$ cat config.mk
export PLATFORM = sky130hd
export DESIGN_NAME = launch_queue
export DESIGN_NICKNAME = d
export VERILOG_FILES = /design/src/rtl/launch_queue_pkg.sv /design/src/rtl/lq_operand_fwd.sv /design/src/rtl/launch_queue.sv
export SDC_FILE = /design/constraint.sdc
export NUM_CORES = 1
export LEC_CHECK = 0
export ABC_AREA = 1
export CAP_MARGIN = 20
export CORE_AREA = 2 2 319 321
export DETAILED_ROUTE_END_ITERATION = 8
export DIE_AREA = 0 0 321 323
export REMOVE_ABC_BUFFERS = 1
export SYNTH_ARGS = -nofsm -noshare
export SYNTH_HDL_FRONTEND = slang
export SYNTH_SLANG_ARGS = --single-unit
$ cat constraint.sdc
create_clock -name clk -period 12.2 [get_ports clk]
set_clock_uncertainty 0.1 [all_clocks]
set_input_delay 2.44 -clock clk [delete_from_list [all_inputs] [get_ports clk]]
set_output_delay 2.44 -clock clk [all_outputs]
set_load 0.005 [all_outputs]
$ cat src/rtl/launch_queue_pkg.sv
// Shared field layout, instruction types and forwarding-bus geometry for launch_queue.
package launch_queue_pkg;

  localparam int unsigned DECODEOUT_W = 32;
  localparam int unsigned RA_W        = 5;

  // Decode bundle field positions
  localparam int unsigned DC_RS_LSB   = 0;
  localparam int unsigned DC_RSV      = 5;
  localparam int unsigned DC_RT_LSB   = 6;
  localparam int unsigned DC_RTV      = 11;
  localparam int unsigned DC_RD_LSB   = 12;
  localparam int unsigned DC_RDV      = 17;
  localparam int unsigned DC_TYPE_LSB = 18;
  localparam int unsigned DC_TYPE_W   = 3;

  // Forwarding entry is {enable, complete, addr, data}; control bits above data
  localparam int unsigned FWD_CTRL_W  = 2 + RA_W;

  localparam logic [31:0] DATA_INITIAL = 32'h0;

  typedef enum logic [2:0] {
    INSTTYPE_ALU = 3'd0,
    INSTTYPE_BR  = 3'd1,
    INSTTYPE_AG  = 3'd2,
    INSTTYPE_MUL = 3'd3
  } insttype_e;

endpackage

$ cat src/rtl/lq_operand_fwd.sv
// Resolves one source operand from forwarding buses or the register file.
module lq_operand_fwd
  import launch_queue_pkg::*;
#(
  parameter int unsigned DW   = 32,
  parameter int unsigned NFWD = 4
) (
  input  logic                              v_i,
  input  logic [RA_W-1:0]                   addr_i,
  input  logic [DW-1:0]                     rf_data_i,
  input  logic [NFWD*(DW+FWD_CTRL_W)-1:0]   fwd_i,
  output logic [DW-1:0]                     data_o,
  output logic                              ready_o
);

  localparam int unsigned RFW = DW + FWD_CTRL_W;

  logic hit;

  // Lowest-index enabled match wins; x0 and unused operands are always ready zero
  always_comb begin
    data_o  = '0;
    ready_o = 1'b1;
    hit     = 1'b0;
    if (v_i && (addr_i != '0)) begin
      data_o = rf_data_i;
      for (int k = 0; k < int'(NFWD); k++) begin
        if (!hit && fwd_i[k*RFW + RFW - 1] && (fwd_i[k*RFW + DW +: RA_W] == addr_i)) begin
          hit     = 1'b1;
          data_o  = fwd_i[k*RFW +: DW];
          ready_o = fwd_i[k*RFW + RFW - 2];
        end
      end
    end
  end

endmodule

$ cat src/rtl/launch_queue.sv
// In-order dual-issue launch queue feeding an ALU/branch unit (A) and an AG unit (B).
module launch_queue
  import launch_queue_pkg::*;
#(
  parameter int unsigned DEPTH = 4,
  parameter int unsigned NFWD  = 4,
  parameter int unsigned DW    = 32,
  parameter int unsigned PCW   = 32,
  parameter int unsigned DCW   = DECODEOUT_W
) (
  input  logic                            clk,
  input  logic                            rst,
  input  logic                            flush,
  input  logic                            stop,
  input  logic [1:0]                      in_valid,
  input  logic [2*PCW-1:0]                in_pc,
  input  logic [2*PCW-1:0]                in_npc,
  input  logic [2*DCW-1:0]                in_decodeout,
  output logic                            in_ready,
  output logic [4*RA_W-1:0]               rf_raddr,
  input  logic [4*DW-1:0]                 rf_rdata,
  input  logic [NFWD*(DW+FWD_CTRL_W)-1:0] fwd,
  output logic                            exA_valid,
  input  logic                            exA_ready,
  output logic                            exA_num,
  output logic [PCW-1:0]                  exA_pc,
  output logic [PCW-1:0]                  exA_npc,
  output logic [DCW-1:0]                  exA_decodeout,
  output logic [DW-1:0]                   exA_rdata1,
  output logic [DW-1:0]                   exA_rdata2,
  output logic                            exB_valid,
  input  logic                            exB_ready,
  output logic                            exB_num,
  output logic [PCW-1:0]                  exB_pc,
  output logic [PCW-1:0]                  exB_npc,
  output logic [DCW-1:0]                  exB_decodeout,
  output logic [DW-1:0]                   exB_rdata1,
  output logic [DW-1:0]                   exB_rdata2
);

  localparam int unsigned PTRW = $clog2(DEPTH);
  localparam int unsigned CNTW = PTRW + 1;

  logic [PCW-1:0]  pc_q  [DEPTH];
  logic [PCW-1:0]  npc_q [DEPTH];
  logic [DCW-1:0]  dc_q  [DEPTH];

  logic [PTRW-1:0] head_q, head_d, tail_q, tail_d, head1, tail1;
  logic [CNTW-1:0] count_q, count_d;

  logic [DCW-1:0]  dc0, dc1;
  logic [3:0]      op_v, op_rdy;
  logic [RA_W-1:0] op_addr [4];
  logic [DW-1:0]   op_data [4];

  logic            unit_b0, unit_b1, raw_hazard, hold;
  logic            cand0, cand1, fire0, fire1, enq;
  logic [1:0]      n_enq, n_iss;

  assign head1 = head_q + PTRW'(1);
  assign tail1 = tail_q + PTRW'(1);
  assign dc0   = dc_q[head_q];
  assign dc1   = dc_q[head1];

  assign op_v       = {dc1[DC_RTV], dc1[DC_RSV], dc0[DC_RTV], dc0[DC_RSV]};
  assign op_addr[0] = dc0[DC_RS_LSB +: RA_W];
  assign op_addr[1] = dc0[DC_RT_LSB +: RA_W];
  assign op_addr[2] = dc1[DC_RS_LSB +: RA_W];
  assign op_addr[3] = dc1[DC_RT_LSB +: RA_W];

  // Operands 0/1 belong to head, 2/3 to head+1 (rs, rt order)
  for (genvar g = 0; g < 4; g++) begin : g_op
    assign rf_raddr[g*RA_W +: RA_W] = op_addr[g];
    lq_operand_fwd #(.DW(DW), .NFWD(NFWD)) u_op (
      .v_i       (op_v[g]),
      .addr_i    (op_addr[g]),
      .rf_data_i (rf_rdata[g*DW +: DW]),
      .fwd_i     (fwd),
      .data_o    (op_data[g]),
      .ready_o   (op_rdy[g])
    );
  end

  assign unit_b0 = (dc0[DC_TYPE_LSB +: DC_TYPE_W] == INSTTYPE_AG);
  assign unit_b1 = (dc1[DC_TYPE_LSB +: DC_TYPE_W] == INSTTYPE_AG);

  // Head+1 must not read a register the head is about to write
  assign raw_hazard = dc0[DC_RDV] && (dc0[DC_RD_LSB +: RA_W] != '0) &&
                      ((dc1[DC_RSV] && (op_addr[2] == dc0[DC_RD_LSB +: RA_W])) ||
                       (dc1[DC_RTV] && (op_addr[3] == dc0[DC_RD_LSB +: RA_W])));

  assign hold  = flush || stop;
  assign cand0 = !hold && (count_q != '0) && op_rdy[0] && op_rdy[1];
  assign fire0 = cand0 && (unit_b0 ? exB_ready : exA_ready);
  assign cand1 = fire0 && (count_q >= CNTW'(2)) && (unit_b1 != unit_b0) &&
                 op_rdy[2] && op_rdy[3] && !raw_hazard;
  assign fire1 = cand1 && (unit_b1 ? exB_ready : exA_ready);
  assign n_iss = {1'b0, fire0} + {1'b0, fire1};

  assign in_ready = !stop && (count_q <= CNTW'(DEPTH - 2));
  assign enq      = in_ready && !flush;
  assign n_enq    = enq ? ({1'b0, in_valid[0]} + {1'b0, in_valid[1]}) : 2'd0;

  // Route head / head+1 onto their target units; idle ports carry zeros
  always_comb begin
    exA_valid = 1'b0; exA_num = 1'b0; exA_pc = '0; exA_npc = '0;
    exA_decodeout = '0; exA_rdata1 = DW'(DATA_INITIAL); exA_rdata2 = DW'(DATA_INITIAL);
    exB_valid = 1'b0; exB_num = 1'b0; exB_pc = '0; exB_npc = '0;
    exB_decodeout = '0; exB_rdata1 = DW'(DATA_INITIAL); exB_rdata2 = DW'(DATA_INITIAL);
    if (cand0 && !unit_b0) begin
      exA_valid = 1'b1; exA_pc = pc_q[head_q]; exA_npc = npc_q[head_q];
      exA_decodeout = dc0; exA_rdata1 = op_data[0]; exA_rdata2 = op_data[1];
    end
    if (cand0 && unit_b0) begin
      exB_valid = 1'b1; exB_pc = pc_q[head_q]; exB_npc = npc_q[head_q];
      exB_decodeout = dc0; exB_rdata1 = op_data[0]; exB_rdata2 = op_data[1];
    end
    if (cand1 && !unit_b1) begin
      exA_valid = 1'b1; exA_num = 1'b1; exA_pc = pc_q[head1]; exA_npc = npc_q[head1];
      exA_decodeout = dc1; exA_rdata1 = op_data[2]; exA_rdata2 = op_data[3];
    end
    if (cand1 && unit_b1) begin
      exB_valid = 1'b1; exB_num = 1'b1; exB_pc = pc_q[head1]; exB_npc = npc_q[head1];
      exB_decodeout = dc1; exB_rdata1 = op_data[2]; exB_rdata2 = op_data[3];
    end
  end

  // Pointer and occupancy update; flush overrides everything
  always_comb begin
    head_d  = head_q;
    tail_d  = tail_q;
    count_d = count_q;
    if (flush) begin
      head_d  = '0;
      tail_d  = '0;
      count_d = '0;
    end else begin
      head_d  = head_q + PTRW'(n_iss);
      tail_d  = tail_q + PTRW'(n_enq);
      count_d = count_q + CNTW'(n_enq) - CNTW'(n_iss);
    end
  end

  // Control state register
  always_ff @(posedge clk or negedge rst) begin
    if (!rst) begin
      head_q  <= '0;
      tail_q  <= '0;
      count_q <= '0;
    end else begin
      head_q  <= head_d;
      tail_q  <= tail_d;
      count_q <= count_d;
    end
  end

  // Entry storage; contents are don't-care while the count says empty
  always_ff @(posedge clk) begin
    if (enq && in_valid[0]) begin
      pc_q[tail_q]  <= in_pc[0 +: PCW];
      npc_q[tail_q] <= in_npc[0 +: PCW];
      dc_q[tail_q]  <= in_decodeout[0 +: DCW];
    end
    if (enq && in_valid[1]) begin
      pc_q[tail1]   <= in_pc[PCW +: PCW];
      npc_q[tail1]  <= in_npc[PCW +: PCW];
      dc_q[tail1]   <= in_decodeout[DCW +: DCW];
    end
  end

endmodule

==> reports/summary.txt <==
post-DR wirelength/cell - 25.7 µm
flop and latch count out of synthesis - 391
Worst setup EP type - output port
startpoint types - register
All-Layer GR Usage - 33.0%
GRT overflow - 0
Final Max Tran Viols - 0
Row Count - 117
WL final - 181000 µm
initial antenna violation count - 45
Synth-to-Final Area Change - 29.1%
first-pass GRT wire length - 257000 µm
Critical path buffers and inverters - 5
post-cts resize count - 0
IO buf count - 826
Clk pwr share - 27.5%
fmax - 94.3 MHz
largest delay contributor family on the critical path - simple AND/OR/NAND/NOR gates
CTS tree - built
Worst Path Required - 9660 ps
endpoints failing hold - 0
hpwl dp - 122000 µm
Cell Area, Placed - 0.0428 mm²
largest net degree at the start of global routing - 169
CP peak stage delay - 870 ps
P_int - 0.00284 W
worst r2r src - head_q[1]
Synth Cell Area - 0.0343 mm²
Vias - 41500
clock root buffer - clkbuf_16
fin area - 0.0443 mm²
1st-pass router iterations - 6
total core area - 0.101 mm²
sequential area share after synthesis - 34.1%
FILL cells - 10400
H-tree depth - 2
CTS Hold Buffers Added - 0
Avg Inst Size Synth - 6.61 µm²
CTS Sinks - 391
Die Footprint - 0.104 mm²
most frequent cells in the layout - nand2_1 (1421), o21ai_0 (880), clkdlybuf4s50_1 (826), nor2_1 (541), edfxtp_1 (384)
IO Pins - 829
crit-path max FO - 168
Die Y-Extent - 323 µm
crit path max-delay cell type - dfrtp_4
CP Cell Sequence - inv_4 > nand2_1 > nand2_4 > nand2_1 > nand2_1 > nand2_1 > nand2_1 > nor2_1 > nand3_4 > nand2_2 > inv_2 > nand2_2 > buf_4 > nand2_1 > nor2_1 > nor2_1 > nor2_4 > buf_12 > nand4_1 > nand2_1 > clkdlybuf4s50_1
Rel. slew slack - 18.4%
worst-margin pin slew - 1220 ps
RSZ-0062 raised after global routing - false
hold wc startpoint - count_q[0]
Inst Count DP - 6929
layout cell share with drive strength beyond 1 - 3.69%
Cell Pwr Density - 104 mW/mm²
P_leak - 18.3 nW
share of power burned in registers - 34.3%
ANT nets after route - 0
setup_tns - 0 ps
WP data arrival - 8060 ps
post-synthesis cell type count - 48
WS Path Type - register to output port
Crit. Startpoint - head_q[1]
Die Span X - 321 µm
path type of the worst min-delay path - register to register
Max VDD drop - 0.0955 mV
switching pwr - 0.00177 W
maximum clock path buffer count - 3
final core utilization - 44.0%
crit path time final - 10600 ps
Vias/cell - 5.89
# DRC - 0
Starting Density - 34.0%
nets@finish - 6158
First DRT Iteration DRCs - 4969
crit share post-route - 86.9%
switching share of power - 38.4%
Max Cap Viol - 0
clock slew at reported path FFs - 60 ps
Yosys warnings - 0
Cells after Synth - 5183
Setup violations, final - 0
CTS Buf Count - 42
fin worst setup slack - 1600 ps
number of global-route vias before repair - 38000
routability cong. - 1.07
Post-CTS Setup Inserts - 0
cell mode on critical path - nand2_1
commonest non-fill, non-tap cell in the layout - nand2_1
non-filler cells, final - 7038
Logic pwr share - 38.2%
Skew-Pair Late Insertion Delay - 550 ps
dpl ws - 2080 ps
status - finished clean
[area by class of cell]
class	count	area, µm²	area share, %
Sequential cell	391	11700	26.5
Tap cell	1309	1640	3.70
Clock buffer	52	1110	2.51
Multi-Input combinational cell	4048	19500	44.1
Inverter	293	1120	2.54
Antenna cell	33	82.6	0.187
Timing Repair Buffer	890	8870	20.0
Clock inverter	22	220	0.497
[Yosys cell counts, drive strengths merged]
| master | number | area, µm² |
|---|---|---|
| nand3 | 329 | 1720 |
| buf | 178 | 1100 |
| inv | 292 | 1100 |
| a21oi | 95 | 475 |
| and3 | 1 | 6.26 |
| o22a | 4 | 35.0 |
| nor4 | 1 | 6.26 |
| xor2 | 9 | 78.8 |
| o31ai | 4 | 30.0 |
| or2 | 6 | 37.5 |
| a221o | 2 | 20.0 |
| nand2 | 1450 | 5500 |
| a21boi | 1 | 7.51 |
| nand4 | 329 | 2060 |
| o31a | 1 | 8.76 |
| dfrtp | 7 | 175 |
| xnor2 | 3 | 26.3 |
| nor2 | 554 | 2120 |
| o22ai | 161 | 1010 |
| o21bai | 1 | 7.51 |
| o21a | 2 | 15.0 |
| mux2i | 73 | 731 |
| a21o | 2 | 15.0 |
| a31oi | 22 | 138 |
| clkinv | 1 | 3.75 |
| o211ai | 79 | 593 |
| clkbuf | 274 | 1030 |
| conb | 1 | 3.75 |
| o221ai | 4 | 35.0 |
| fa | 2 | 40.0 |
| nor3b | 1 | 7.51 |
| o21ai | 894 | 4470 |
| nor3 | 1 | 5.00 |
| ha | 6 | 75.1 |
| edfxtp | 384 | 11500 |
| nand3b | 9 | 67.6 |
[state kept, by name, summed over array words and instances, names as in the netlist]
signal   count
pc_q       128
tail_q       2
dc_q       128
head_q       2
count_q      3
npc_q      128
[metrics by stage]
stage | total power, W | hold WS [ps]
after global routing | 0.00480 | 593
after global placement | 0.00332 | 537
after floorplan | 0.00251 | 497
final | 0.00462 | 569
after detailed placement | 0.00333 | 546
after CTS | 0.00459 | 570
[path summary, 6_finish.rpt]
path	endpoint	slack, ps	depth (start not counted)
worst max-delay path	exB_pc[7]	1600	21
worst min-delay path	count_q[0]	570	3
worst max register to register	count_q[2]	3830	28
worst min register to register	count_q[0]	570	3
max in group asynchronous	head_q[0]	9630	1
min in group asynchronous	head_q[1]	2080	1
[power groups by stage]
stage / clock, W / sequential [W] / combinational, W
2_1_floorplan: 0 / 0.00164 / 0.000870
3_3_place_gp: 0 / 0.00161 / 0.00171
3_5_place_dp: 0 / 0.00161 / 0.00172
4_1_cts: 0.00128 / 0.00158 / 0.00173
5_1_grt: 0.00133 / 0.00159 / 0.00188
6_report: 0.00127 / 0.00158 / 0.00176
[routing by layer]
| layer | vias to the layer above | track usage (%) | part of all wire (%) |
|---|---|---|---|
| met2 | 2532 | 53.4 | 46 |
| li1 | 18900 | - | - |
| met3 | 518 | 6.79 | 10 |
| met5 | - | 0 | 0.13 |
| met4 | 36 | 18.5 | 6.1 |
| met1 | 19500 | 41.1 | 38 |
[tightest hold or removal path, cell delays in order, from the launching register on]
cell and delay, ps:
dfrtp_1 380, ha_1 150, inv_1 30, nor2_1 70
[logic make-up after synthesis]
logic type      synth area share, %
compound gates                 20.0
xor+xnor                      0.307
other cells                  0.0109
fa+ha+maj                     0.336
mux                            2.13
buf+inv                        9.42
flops                          34.1
simple gates                   33.6
Note: power is estimated with default switching activity, not from simulation.
